<file path="src/rtl/ntt_pkg.sv">
// Shared types and constants for the radix-2 transform address path.
package ntt_pkg;

  localparam int unsigned ADDR_W  = 10;
  localparam int unsigned TW_W    = 9;
  localparam int unsigned CFG_W   = 3;
  localparam int unsigned MAX_CFG = 6;

  typedef enum logic [1:0] {
    IDLE,
    RUN,
    DONE
  } state_t;

  // Transform size from point configuration: N = 16 << cfg.
  function automatic logic [ADDR_W:0] n_from_cfg(input logic [CFG_W-1:0] cfg);
    return (ADDR_W + 1)'(16) << cfg;
  endfunction

endpackage

</file>
<file path="src/rtl/butterfly_addr_seq_if.sv">
// Stage-descriptor and operand-pair handshake bundle of the address sequencer.
interface butterfly_addr_seq_if #(
  parameter int unsigned ADDR_W = ntt_pkg::ADDR_W,
  parameter int unsigned TW_W   = ntt_pkg::TW_W
);

  logic [2:0]        i_point_configuration;
  logic              i_stage_valid;
  logic              o_stage_ready;
  logic [ADDR_W-1:0] i_stride;
  logic [ADDR_W-1:0] i_calcs_per_group;
  logic [ADDR_W:0]   i_group_offset;
  logic              o_valid;
  logic              i_ready;
  logic [ADDR_W-1:0] o_addr_a;
  logic [ADDR_W-1:0] o_addr_b;
  logic [TW_W-1:0]   o_twiddle;
  logic              o_last;
  logic              o_stage_done;
  logic              o_error;

  // Sequencer side
  modport slave (
    input  i_point_configuration, i_stage_valid, i_stride, i_calcs_per_group,
    input  i_group_offset, i_ready,
    output o_stage_ready, o_valid, o_addr_a, o_addr_b, o_twiddle, o_last,
    output o_stage_done, o_error
  );

  // Parameter page / datapath side
  modport master (
    output i_point_configuration, i_stage_valid, i_stride, i_calcs_per_group,
    output i_group_offset, i_ready,
    input  o_stage_ready, o_valid, o_addr_a, o_addr_b, o_twiddle, o_last,
    input  o_stage_done, o_error
  );

endinterface

</file>
<file path="src/rtl/pow2_log2.sv">
// Priority encoder: index of the highest set bit (log2 of a power of two).
module pow2_log2 #(
  parameter int unsigned IN_W  = 11,
  parameter int unsigned OUT_W = 4
) (
  input  logic [IN_W-1:0]  value,
  output logic [OUT_W-1:0] log2_c
);

  // Highest set bit wins; zero input yields zero.
  always_comb begin
    log2_c = '0;
    for (int i = 0; i < IN_W; i++) begin
      if (value[i]) log2_c = OUT_W'(i);
    end
  end

endmodule

</file>
<file path="src/rtl/butterfly_addr_seq.sv">
// Walks one radix-2 stage descriptor, emitting one operand-address pair and
// twiddle index per accepted handshake; flags malformed descriptors.
module butterfly_addr_seq #(
  parameter int unsigned ADDR_W = ntt_pkg::ADDR_W,
  parameter int unsigned TW_W   = ntt_pkg::TW_W
) (
  input logic                 clock,
  input logic                 i_reset,
  butterfly_addr_seq_if.slave bus
);

  import ntt_pkg::*;

  localparam int unsigned SUM_W = ADDR_W + 2;
  localparam int unsigned LOG_W = $clog2(ADDR_W + 2);

  state_t state, state_n;

  logic [ADDR_W:0]   base, base_n;
  logic [ADDR_W-1:0] j, j_n;
  logic [ADDR_W:0]   tw, tw_n;
  logic [ADDR_W-1:0] stride, stride_n;
  logic [ADDR_W-1:0] calcs, calcs_n;
  logic [ADDR_W:0]   offset, offset_n;
  logic [ADDR_W:0]   n_pts, n_pts_n;
  logic [ADDR_W:0]   step, step_n;

  logic              valid, valid_n;
  logic [ADDR_W-1:0] addr_a, addr_a_n;
  logic [ADDR_W-1:0] addr_b, addr_b_n;
  logic [TW_W-1:0]   twiddle, twiddle_n;
  logic              last, last_n;
  logic              stage_done, stage_done_n;
  logic              error, error_n;
  logic              stage_ready, stage_ready_n;

  logic [ADDR_W:0]   n_in_c;
  logic [LOG_W-1:0]  log2_c;
  logic              bad_c;
  logic              accept_c;
  logic              fire_c;
  logic [SUM_W-1:0]  sum_a_c, sum_b_c, span_c;

  // Twiddle step shift amount from the group offset.
  pow2_log2 #(
    .IN_W  (ADDR_W + 1),
    .OUT_W (LOG_W)
  ) u_log2 (
    .value  (bus.i_group_offset),
    .log2_c (log2_c)
  );

  assign n_in_c   = (ADDR_W + 1)'(n_from_cfg(bus.i_point_configuration));
  assign accept_c = stage_ready && bus.i_stage_valid;
  assign fire_c   = valid && bus.i_ready;

  // Descriptor sanity check, evaluated on the offered inputs.
  assign bad_c = (bus.i_stride == '0) ||
                 (bus.i_calcs_per_group == '0) ||
                 (bus.i_group_offset == '0) ||
                 (bus.i_group_offset > n_in_c) ||
                 ((SUM_W'(bus.i_stride) + SUM_W'(bus.i_calcs_per_group)) >
                  SUM_W'(bus.i_group_offset)) ||
                 (bus.i_point_configuration > CFG_W'(MAX_CFG));

  // Next-state, counter and registered-output computation.
  always_comb begin
    state_n       = state;
    base_n        = base;
    j_n           = j;
    tw_n          = tw;
    stride_n      = stride;
    calcs_n       = calcs;
    offset_n      = offset;
    n_pts_n       = n_pts;
    step_n        = step;
    valid_n       = valid;
    addr_a_n      = addr_a;
    addr_b_n      = addr_b;
    twiddle_n     = twiddle;
    last_n        = 1'b0;
    stage_done_n  = 1'b0;
    error_n       = 1'b0;
    stage_ready_n = stage_ready;
    sum_a_c       = '0;
    sum_b_c       = '0;
    span_c        = '0;

    unique case (state)
      IDLE, DONE: begin
        stage_ready_n = 1'b1;
        if (accept_c) begin
          stride_n = bus.i_stride;
          calcs_n  = bus.i_calcs_per_group;
          offset_n = bus.i_group_offset;
          n_pts_n  = n_in_c;
          step_n   = n_in_c >> log2_c;
          base_n   = '0;
          j_n      = '0;
          tw_n     = '0;
          if (bad_c) begin
            state_n = DONE;
            error_n = 1'b1;
          end else begin
            state_n       = RUN;
            valid_n       = 1'b1;
            stage_ready_n = 1'b0;
          end
        end else if (state == DONE) begin
          state_n = IDLE;
        end
      end
      RUN: begin
        if (fire_c) begin
          if (last) begin
            state_n       = DONE;
            valid_n       = 1'b0;
            stage_done_n  = 1'b1;
            stage_ready_n = 1'b1;
          end else if (j == calcs - ADDR_W'(1)) begin
            j_n    = '0;
            tw_n   = '0;
            base_n = base + offset;
          end else begin
            j_n  = j + ADDR_W'(1);
            tw_n = tw + step;
          end
        end
      end
      default: state_n = IDLE;
    endcase

    // Pair outputs follow the counters they will be registered alongside.
    if (valid_n) begin
      sum_a_c   = SUM_W'(base_n) + SUM_W'(j_n);
      sum_b_c   = sum_a_c + SUM_W'(stride_n);
      span_c    = SUM_W'(base_n) + SUM_W'(offset_n);
      addr_a_n  = ADDR_W'(sum_a_c);
      addr_b_n  = ADDR_W'(sum_b_c);
      twiddle_n = TW_W'(tw_n);
      last_n    = (j_n == calcs_n - ADDR_W'(1)) && (span_c >= SUM_W'(n_pts_n));
    end
  end

  // State, counter and output registers; reset wins over everything.
  always_ff @(posedge clock) begin
    if (i_reset) begin
      state       <= IDLE;
      base        <= '0;
      j           <= '0;
      tw          <= '0;
      stride      <= '0;
      calcs       <= '0;
      offset      <= '0;
      n_pts       <= '0;
      step        <= '0;
      valid       <= 1'b0;
      addr_a      <= '0;
      addr_b      <= '0;
      twiddle     <= '0;
      last        <= 1'b0;
      stage_done  <= 1'b0;
      error       <= 1'b0;
      stage_ready <= 1'b0;
    end else begin
      state       <= state_n;
      base        <= base_n;
      j           <= j_n;
      tw          <= tw_n;
      stride      <= stride_n;
      calcs       <= calcs_n;
      offset      <= offset_n;
      n_pts       <= n_pts_n;
      step        <= step_n;
      valid       <= valid_n;
      addr_a      <= addr_a_n;
      addr_b      <= addr_b_n;
      twiddle     <= twiddle_n;
      last        <= last_n;
      stage_done  <= stage_done_n;
      error       <= error_n;
      stage_ready <= stage_ready_n;
    end
  end

  assign bus.o_stage_ready = stage_ready;
  assign bus.o_valid       = valid;
  assign bus.o_addr_a      = addr_a;
  assign bus.o_addr_b      = addr_b;
  assign bus.o_twiddle     = twiddle;
  assign bus.o_last        = last;
  assign bus.o_stage_done  = stage_done;
  assign bus.o_error       = error;

endmodule

</file>
<file path="src/flat_wrapper.sv">
// flat-port wrapper written by rule: the top's interface ports become plain ports
module butterfly_addr_seq_flat import ntt_pkg::*;
#(
  parameter int unsigned ADDR_W = ntt_pkg::ADDR_W,
  parameter int unsigned TW_W   = ntt_pkg::TW_W
)
  (clock, i_reset, bus_i_point_configuration, bus_i_stage_valid, bus_i_stride, bus_i_calcs_per_group, bus_i_group_offset, bus_i_ready, bus_o_stage_ready, bus_o_valid, bus_o_addr_a, bus_o_addr_b, bus_o_twiddle, bus_o_last, bus_o_stage_done, bus_o_error);
  butterfly_addr_seq_if #(.ADDR_W(ADDR_W), .TW_W(TW_W)) bus_i ();
  input logic clock;
  input logic i_reset;
  input wire logic [$bits(bus_i.i_point_configuration)-1:0] bus_i_point_configuration;
  input wire logic [$bits(bus_i.i_stage_valid)-1:0] bus_i_stage_valid;
  input wire logic [$bits(bus_i.i_stride)-1:0] bus_i_stride;
  input wire logic [$bits(bus_i.i_calcs_per_group)-1:0] bus_i_calcs_per_group;
  input wire logic [$bits(bus_i.i_group_offset)-1:0] bus_i_group_offset;
  input wire logic [$bits(bus_i.i_ready)-1:0] bus_i_ready;
  output wire logic [$bits(bus_i.o_stage_ready)-1:0] bus_o_stage_ready;
  output wire logic [$bits(bus_i.o_valid)-1:0] bus_o_valid;
  output wire logic [$bits(bus_i.o_addr_a)-1:0] bus_o_addr_a;
  output wire logic [$bits(bus_i.o_addr_b)-1:0] bus_o_addr_b;
  output wire logic [$bits(bus_i.o_twiddle)-1:0] bus_o_twiddle;
  output wire logic [$bits(bus_i.o_last)-1:0] bus_o_last;
  output wire logic [$bits(bus_i.o_stage_done)-1:0] bus_o_stage_done;
  output wire logic [$bits(bus_i.o_error)-1:0] bus_o_error;
  assign bus_i.i_point_configuration = bus_i_point_configuration;
  assign bus_i.i_stage_valid = bus_i_stage_valid;
  assign bus_i.i_stride = bus_i_stride;
  assign bus_i.i_calcs_per_group = bus_i_calcs_per_group;
  assign bus_i.i_group_offset = bus_i_group_offset;
  assign bus_i.i_ready = bus_i_ready;
  assign bus_o_stage_ready = bus_i.o_stage_ready;
  assign bus_o_valid = bus_i.o_valid;
  assign bus_o_addr_a = bus_i.o_addr_a;
  assign bus_o_addr_b = bus_i.o_addr_b;
  assign bus_o_twiddle = bus_i.o_twiddle;
  assign bus_o_last = bus_i.o_last;
  assign bus_o_stage_done = bus_i.o_stage_done;
  assign bus_o_error = bus_i.o_error;
  butterfly_addr_seq #(.ADDR_W(ADDR_W), .TW_W(TW_W)) u_core (.clock(clock), .i_reset(i_reset), .bus(bus_i));
endmodule
</file>
<file path="config.mk">
export PLATFORM = sky130hd
export DESIGN_NAME = butterfly_addr_seq_flat
export DESIGN_NICKNAME = d
export VERILOG_FILES = /design/src/rtl/ntt_pkg.sv /design/src/rtl/butterfly_addr_seq_if.sv /design/src/rtl/pow2_log2.sv /design/src/rtl/butterfly_addr_seq.sv /design/src/flat_wrapper.sv
export SDC_FILE = /design/constraint.sdc
export NUM_CORES = 1
export LEC_CHECK = 0
export CAP_MARGIN = 25
export CORE_AREA = 3 3 129 131
export CTS_BUF_LIST = sky130_fd_sc_hd__clkbuf_4 sky130_fd_sc_hd__clkbuf_8 sky130_fd_sc_hd__clkbuf_16
export DETAILED_ROUTE_END_ITERATION = 6
export DIE_AREA = 0 0 132 134
export PLACE_DENSITY = 0.81
export SYNTH_ARGS = -nofsm -noshare
export SYNTH_HDL_FRONTEND = slang
export SYNTH_SLANG_ARGS = --single-unit
</file>
<file path="constraint.sdc">
create_clock -name clock -period 11.04 [get_ports clock]
set_input_delay 3.312 -clock clock [delete_from_list [all_inputs] [get_ports clock]]
set_output_delay 3.312 -clock clock [all_outputs]
set_load 0.03 [all_outputs]
</file>
**After elaboration in Yosys (flattened, before gate mapping)**

Index checks and enable logic that the tools add are counted.

- Bitwise operators: 5
- Muxes and demuxes: 50
- Shift operators: 2
- $lt $le $gt $ge: 4
- Reduce and logical (&&, ||, !) cells: 21
- Equal/unequal tests: 9
- $add $sub $neg: 9

Operators by type and width:

| cell | count |
|---|---|
| 11-bit two-way mux | 12 |
| 10-bit two-way mux | 8 |
| 11-bit case mux with 2 select lines | 2 |
| 4-bit two-way mux | 9 |
| 11-bit adder | 2 |
| 10-bit adder | 2 |
| 10-bit equality test | 2 |
| 10-bit zero test | 2 |
| 10-bit case mux with 2 select lines | 1 |
| 10-bit by 1-bit subtractor with 10-bit output, second input constant | 2 |
| 11-bit by 11-bit adder with 12-bit output | 1 |
| 12-bit by 11-bit >= comparator with 1-bit output | 1 |
| 12-bit by 11-bit greater-than comparator with 1-bit output | 1 |
| 10-bit by 10-bit adder with 11-bit output | 1 |
| 11-bit greater-than comparator | 1 |
| 11-bit zero test | 1 |
| 5-bit by 3-bit << shifter with 11-bit output, first input constant | 1 |
| 11-bit by 4-bit right shift with 11-bit output | 1 |
| 10-bit by 1-bit adder with 10-bit output, second input constant | 1 |
| 1-bit two-way mux | 10 |
| 2-bit two-way mux | 5 |
| 2-bit by 1-bit inequality test with 1-bit output, second input constant | 3 |
| 3-bit AND reduction | 2 |
| 3-bit OR reduction | 2 |
| 15 further kinds | 27 |

- Output and inout bits: 34
- Input bits: 38
- Bits in registers: 121

**Longest topological paths before layout**

- Depth in word-level cells: 11
- Gate-level depth with buffers: 28
- Depth with buffers taken out: 26

**Cells and area by module**

A second synthesis with hierarchy kept.

- Cells, all modules: 1,099
- Area total of the unflattened synthesis: 8,848.5 um^2

By module, submodules not included:

| module | cells an instance | sequential area each (um^2) | area each (um^2) | instances |
|---|---|---|---|---|
| butterfly_addr_seq | 1,084 | 2,342.2 | 8,760.9 | 1 |
| pow2_log2 | 15 | 0.0 | 87.6 | 1 |

**Worst setup path before layout**

OpenSTA, ideal clock, no wires.

- Path type: input-to-reg
- From: input port bus_i_stage_valid
- To: register u_core.addr_b[9], in the netlist u_core.bus.o_addr_b[9]
- Required time: 10.918 ns
- Arrival time: 7.902 ns
- Stages: 23
- Library setup time: 0.122 ns
- Slack: 3.016 ns
- Cells stage by stage: and3b_1 clkbuf_1 buf_1 clkbuf_1 clkbuf_1 nor2_1 ha_1 inv_1 fa_1 nor2b_1 o21ai_0 a21boi_0 o21ai_0 a21boi_0 o21a_1 or3_1 and2_1 ha_1 and3_1 a2111oi_0 o211ai_1 and3_1 a311o_1

- Cells in the longest elaborated chain, start to end: 5

RTL lines:

| element | line | RTL |
|---|---|---|
| from (decl) | flat_wrapper.sv:12 | `input wire logic [$bits(bus_i.i_stage_valid)-1:0] bus_i_stage_valid;` |
| 1-bit logical AND | butterfly_addr_seq.sv:54 | `assign accept_c = stage_ready && bus.i_stage_valid;` |
| 11-bit two-way mux | butterfly_addr_seq.sv:92 | `if (accept_c) begin` |
| 11-bit case mux with 2 select lines | butterfly_addr_seq.sv:89 | `unique case (state)` |
| named net u_core.base_n[0] | butterfly_addr_seq.sv:19 | `logic [ADDR_W:0] base, base_n;` |
| 10-bit adder | butterfly_addr_seq.sv:135 | `sum_a_c = SUM_W'(base_n) + SUM_W'(j_n);` |
| 10-bit adder | butterfly_addr_seq.sv:136 | `sum_b_c = sum_a_c + SUM_W'(stride_n);` |
| to (signal assigned) | butterfly_addr_seq.sv:177 | `addr_b <= addr_b_n;` |
| to (decl) | butterfly_addr_seq.sv:30 | `logic [ADDR_W-1:0] addr_b, addr_b_n;` |

The timed path passes the listed nets, and every way through them passes these cells.
A chain may end at the register's enable or synchronous reset.

**Worst setup path in the final report**

- From: input port bus_i_ready
- To: register u_core.addr_b[9], in the netlist u_core.bus.o_addr_b[9]

- Cells in the longest elaborated chain, start to end: 5

RTL lines:

| element | line | RTL |
|---|---|---|
| from (decl) | flat_wrapper.sv:16 | `input wire logic [$bits(bus_i.i_ready)-1:0] bus_i_ready;` |
| 1-bit logical AND | butterfly_addr_seq.sv:55 | `assign fire_c = valid && bus.i_ready;` |
| 11-bit two-way mux | butterfly_addr_seq.sv:114 | `if (fire_c) begin` |
| 11-bit case mux with 2 select lines | butterfly_addr_seq.sv:89 |  |
| named net u_core.base_n[0] | butterfly_addr_seq.sv:19 |  |
| 10-bit adder | butterfly_addr_seq.sv:135 |  |
| 10-bit adder | butterfly_addr_seq.sv:136 |  |

The timed path passes the listed nets, and every way through them passes these cells.

==> reports/metrics.cfg <==
[timing]
relSlewSlack = 0.389
fmax_mhz = 107
fin_tns_setup_ns = 0
period_share = 0.843
slew_violations = 0
finalHoldViolCount = 0
setup_viol = 0
tightest_slew_ns = 0.911
rsz0062_at_grt = false
period_needed_ns = 9.31
finClkSkew_ns = 0.00769

[detailed_routing]
ant_nets = 0
num_vias = 8804
initialDrtViolationCount = 887
via_per_inst = 6.23
routed_wirelength_mm = 26.5
drt_pass1_iterations = 6
drc_errors = 0
wire_per_inst_um = 18.8

[logic_synthesis]
syn_area_per_cell_um2 = 7.85
async_flop_share = 0
synth_warnings = 0
synth_seq_cells = 117
syn_area_mm2 = 0.00901
yosysUniqueCellTypes = 72
synth_ff_type = dfxtp_1
synth_edf_count = 0
synth.most_common_cell = nor2_1
synth_top_area_share = 0.260
yosysTopAreaCell = dfxtp_1
synthTopCellsByCount = 132 x nor2_1, 117 x dfxtp_1, 102 x nand2_1
ys_seq_area_frac = 0.260
yosys-top-cells-area = dfxtp_1 26%, ha_1 12%, nor2_1 5.5%, a21oi_1 4.9%, xnor2_1 4.9%
synthCells = 1148
syn-num-nets = 1281

[setup_path]
path_cells = clkdlybuf4s50_1 -> nand3b_1 -> or2_1 -> or3_1 -> nor3_2 -> mux2i_1 -> nor2_1 -> ha_1 -> inv_1 -> fa_1 -> nor2b_1 -> o21ai_0 -> a21boi_0 -> o21ai_0 -> a21boi_0 -> o21a_1 -> or3_1 -> and2_1 -> ha_1 -> and3_1 -> a2111oi_0 -> o211ai_1 -> and3_1 -> a311o_1
max_stage_delay_ns = 0.70
cp-startpoint = bus_i_ready
cp_num_buf_inv = 2
cp.required_ns = 11.34
arrival_ns = 9.61
crit_type = in2reg
worstReg2RegStart = u_core.calcs[0]
worstSetupStartpointType = input port
end_kind = flip-flop
cp_top_family = simple AND/OR/NAND/NOR gates
critPathMaxFanout = 9
rr_worst_depth = 25
slowest_stage = nor3_2
path_depth = 24

[die]
fp.dieArea_mm2 = 0.0177
ioPinCount = 72
die_h_um = 134
dieWidth_um = 132
fp-row-count = 46
coreArea_mm2 = 0.0157
start_util = 0.573

[clock_tree]
cts_tree = built
cts-htree-levels = 4
hold_buffers = 0
cts_made_buffers = 17
cts.sinks = 117
path_clk_slew_ns = 0.06
postCtsSetupBuffers = 0
cts_resized = 0
cts_root_buf = clkbuf_16
clkLatencyLatePin_ns = 0.41
clock_path_buffers = 2

[pwr]
ir_worst_vdd_v = 0.000133
leakagePower_nw = 4.34
powerDensity_mw_per_mm2 = 127
fin_total_pwr_mw = 1.32

[finish]
stdcell_count = 1413
syn2layout_area_growth_pct = 15.3
regArea_mm2 = 0.00234
antenna_cells = 0
final_layout_size_suffix_gt1_frac = 0.0510
nFillCells = 1363
multi_input_area_mm2 = 0.00625
fin_nets = 1319

[placed_design]
port_buffers = 71
gp_congestion = 0.945
place_inst = 1383
dpl.hpwl_mm = 19.5

[global_routing]
overflow = 0
grt_usage = 0.292
grt_antenna_before_repair = 0
grt_max_degree = 74
grt_pass1_vias = 8162
grt_pass1_wl_mm = 41.8

[worst_hold_path]
min_path_cells = 2
hp-start = u_core.n_pts[1]
hp-class = reg2reg

[flow_run]
maxCapViolCount = 0

[run_status]
outcome = completed

[cell families (layout without fill, tap and decap cells)]
group / count (synthesis) / after routing / share of synthesized area
buf+inv: 105 / 154 / 0.0469
xor+xnor: 69 / 69 / 0.0671
fa+ha+maj: 95 / 95 / 0.137
flops: 117 / 117 / 0.260
mux: 35 / 35 / 0.0393
simple gates: 457 / 457 / 0.255
compound gates: 270 / 270 / 0.195
[worst paths after layout]
check                                 to  slack [ns]
setup / recovery  u_core.bus.o_addr_b[9]        1.73
hold / removal           u_core.n_pts[1]        0.46
setup reg to reg  u_core.bus.o_addr_b[9]        3.91
hold reg to reg          u_core.n_pts[1]        0.46
[worst min-delay path, delay by kind of cell, from the launching register on]
kind / cells / cell delay [ns]
flops: 1 / 0.29
simple gates: 2 / 0.11
[cell type report]
type	count	area share
Sequential cell	117	0.225
Clock buffer	21	0.0456
Tap cell	216	0.0260
Inverter	47	0.0170
Multi-Input combinational cell	926	0.601
Clock inverter	9	0.0123
Timing Repair Buffer	77	0.0725
[report_power, final]
group	total, mW	switching [mW]	internal, mW
Sequential	0.451	0.0124	0.438
Clock	0.572	0.200	0.371
Combinational	0.300	0.182	0.118
Total	1.32	0.395	0.928
[metrics by stage]
| stage | worst slack (ns) | hold slack, ns | util | area (um^2) |
|---|---|---|---|---|
| floorplan | 3.02 | 0.424 | - | 9010 |
| global placement | 1.79 | 0.433 | 0.623 | 9790 |
| detailed placement | 1.46 | 0.447 | 0.623 | 9790 |
| CTS | 1.80 | 0.456 | 0.661 | 10400 |
| global route | 1.32 | 0.472 | 0.661 | 10400 |
| finish | 1.73 | 0.456 | 0.661 | 10400 |
[cells in the final DEF, fill, tap and decap left out, types with 19 or more instances in the layout]
| cell | n |
|---|---|
| ha_1 | 89 |
| dfxtp_1 | 117 |
| and2_1 | 24 |
| xor2_1 | 19 |
| nand2_1 | 102 |
| o21ai_0 | 41 |
| nand3_1 | 31 |
| clkdlybuf4s50_1 | 70 |
| nor3_1 | 42 |
| mux2i_1 | 32 |
| xnor2_1 | 50 |
| a21oi_1 | 88 |
| inv_1 | 47 |
| a211oi_1 | 22 |
| a21o_1 | 20 |
| nor2_1 | 132 |
[registers in the layout, summed over array words and instances (netlist names)]
name and flops:
u_core.j 10, u_core.offset 11, u_core.n_pts 11, u_core.bus.o_addr_b 10, u_core.tw 9, u_core.state 2, u_core.bus.o_valid 1, u_core.base 11
u_core.calcs 10, u_core.bus.o_stage_ready 1, u_core.step 9, u_core.bus.o_error 1, u_core.bus.o_twiddle 9, u_core.bus.o_addr_a 10, u_core.bus.o_last 1, u_core.stride 10
u_core.bus.o_stage_done 1
[layer usage]
metal	global-route usage	share of wire	vias to the layer above
met4	0.113	0.034	0
li1	-	-	4193
met1	0.379	0.42	4135
met5	0	0	-
met2	0.482	0.47	399
met3	0.0551	0.072	77
No activity file was read; power rests on OpenSTA's default activity.
==> variant (same flow settings) <==
`ADDR_W`: 10 -> 11.
--- a/src/rtl/ntt_pkg.sv
+++ b/src/rtl/ntt_pkg.sv
@@ -1,7 +1,7 @@
 // Shared types and constants for the radix-2 transform address path.
 package ntt_pkg;
 
-  localparam int unsigned ADDR_W  = 10;
+  localparam int unsigned ADDR_W  = 11;
   localparam int unsigned TW_W    = 9;
   localparam int unsigned CFG_W   = 3;
   localparam int unsigned MAX_CFG = 6;
Ports: changed (5 resized); port bits go from 72 to 77. No check against the original RTL was run, so the function may have changed too.
==> variant against the original RTL <==
Sequential cell count up 8; final area up 7.2%; cell count up 5.4%; sequential share of layout area down 0.087 points; area after synthesis up 7.2%; total power up 5.5%; clock skew up 0.00055 ns; setup slack better by 0.39 ns; sequential power up 5.3%; die area unchanged; routed wire length up 5.1%; utilization up 4.8 points; critical path type unchanged; largest cell class unchanged.
==> variant: results (changes against the original RTL) <==
Outcome
  • Outcome: finished clean

Clock network
  • Worst-Skew Late Latency: 0.42 ns
  • Clock transition at path regs: 0.06 ns (about the same)
  • CTS H-tree lvls: 4 (unchanged)
  • Root Buffer: clkbuf_16
  • Clock Path Buffers: 2 (unchanged)
  • Resized cells post-CTS: 0 (unchanged)
  • Setup Fix Bufs, Post-CTS: 0 (unchanged)
  • Total CTS buffers: 17 (unchanged)

Detailed routing
  • Vias: 9325 (+5.9%)
  • Initial DRC count: 939 (+5.9%)
  • DR pass1 iterations: 6 (unchanged)
  • Routed wire per std cell: 18.7 um (-0.33%)

Yosys
  • Synth async-reset ratio: 0 (unchanged)
  • Mux share of post-synthesis cell area: 0.0397 (+0.000358)
  • Count of cell types in the netlist: 84 (+17%)
  • Post-Synth XOR/XNOR Area: 0.0785 (+0.0115)
  • Synth Area in Adders: 0.138 (+0.00123)
  • Synth Area in Compound Gates: 0.195 (-0.000590)
  • Post-synth top flop: dfxtp_1
  • Yosys warnings: 0 (unchanged)
  • Sequential-to-total area share from yosys stat: 0.259 (-0.000762)
  • Top post-synthesis cells by area: dfxtp_1 26%, ha_1 13%, xnor2_1 5.2%
  • Top cell types by occurrence after synthesis: 130 x nand2_1, 125 x dfxtp_1, 122 x nor2_1

Global route
  • Global-route wire length before repair: 44700 um (+6.9%)
  • Antenna violations before repair: 0 (unchanged)
  • Vias in the first global route: 8755 (+7.3%)
  • Largest net degree at the start of global routing: 87 (+18%)
  • All-Layer GR Usage: 0.311 (+0.0195)

Final layout
  • Top Registers: u_core.base x12, u_core.n_pts x12, u_core.offset x12
  • Nets: 1405 (+6.5%)
  • Share of cells above drive strength 1: 0.0565 (+0.00555)
  • N_diodes: 0 (unchanged)

Critical path
  • CP delay by family, top: compound AO/OA/AOI/OAI gates
  • Critical path fanouts, max: 22 (+13)
  • Slowest stage delay, CP: 0.58 ns (-0.12 ns)
  • Slowest cell on crit path: or3_4
  • CP arrival: 9.19 ns (-0.42 ns)
  • CP endpoint kind: register

Place
  • RD Place Congestion: 0.943 (-0.16%)
  • Final HPWL DP: 21100 um (+8.2%)
  • PortBufs: 76 (+7.0%)
  • Pre-CTS setup slack: 1.90 ns (+0.432 ns)

STA
  • Clock skew: 0.00825 ns (+0.000551 ns)
  • Worst slew pin tran: 1.07 ns (+0.157 ns)

Min path
  • Hold/Removal Path Class: reg2reg

Power
  • Switching Share: 0.294 (-0.00410)
  • Leakage: 4.66 nW (+7.3%)
  • VDD IR max: 0.000110 V (-17%)
variant: layer usage:
metal | up-vias | GRT usage | share of wire
li1 | 4468 | - | -
met1 | 4366 | 0.387 | 0.41
met2 | 406 | 0.528 | 0.47
met5 | - | 0 | 0
met4 | 0 | 0.144 | 0.045
met3 | 85 | 0.0555 | 0.075
variant: worst reg2reg max path, stage by stage (launching register included):
cell	delay [ns]
dfxtp_1	0.41
inv_1	0.10
ha_1	0.25
nor3b_2	0.38
a31oi_1	0.13
or4b_1	0.48
or4_1	0.65
or3_4	0.56
o21ai_0	0.43
ha_1	0.25
inv_1	0.05
fa_1	0.40
nor2b_1	0.13
o21ai_0	0.10
a21boi_0	0.24
o21ai_0	0.18
a2111oi_0	0.41
o21ai_0	0.17
a21boi_0	0.33
nor2_1	0.10
ha_1	0.30
a21oi_1	0.17
nand4b_1	0.12
a311oi_1	0.41
a2111oi_2	0.13
variant: final timing paths:
kind                   start                end  slack [ns]  depth (start not counted)
max              bus_i_ready  u_core.bus.o_last        2.12                         21
min          u_core.n_pts[3]    u_core.n_pts[3]        0.45                          2
max reg2reg  u_core.calcs[0]  u_core.bus.o_last        4.00                         24
min reg2reg  u_core.n_pts[3]    u_core.n_pts[3]        0.45                          2
variant: cells by family (layout without fill, tap and decap cells):
logic type / Yosys count / count (layout)
AO/OA/AOI/OAI: 288 / 288
XOR/XNOR: 85 / 85
adder cells (fa/ha/maj): 103 / 103
buffers and inverters: 111 / 164
flip-flops: 125 / 125
multiplexers: 38 / 38
AND/OR/NAND/NOR: 471 / 471
variant: final cells by class:
type / count / area (um^2)
clock inverter: 15 / 233
inverter: 47 / 176
fill: 1254 / 4570
timing repair buffer: 85 / 821
sequential: 125 / 2500
clock buffer: 17 / 425
tap: 216 / 270
multi-input combinational: 985 / 6720
variant: metrics by stage:
stage | hold WS, ns | instances | total power [mW] | instance area [um^2]
after floorplan | 0.424 | 1221 | 0.684 | 9650
after global routing | 0.477 | 1490 | 1.45 | 11100
after CTS | 0.454 | 1489 | 1.39 | 11100
after global placement | 0.437 | 1457 | 0.764 | 10500
after detailed placement | 0.446 | 1457 | 0.769 | 10500
final | 0.449 | 1490 | 1.40 | 11100
variant: power groups by stage:
stage / logic (mW) / clock network [mW] / registers (mW)
3_5_place_dp: 0.285 / 0 / 0.484
3_3_place_gp: 0.280 / 0 / 0.484
5_1_grt: 0.319 / 0.652 / 0.476
4_1_cts: 0.288 / 0.632 / 0.474
2_1_floorplan: 0.201 / 0 / 0.483
6_report: 0.292 / 0.629 / 0.475
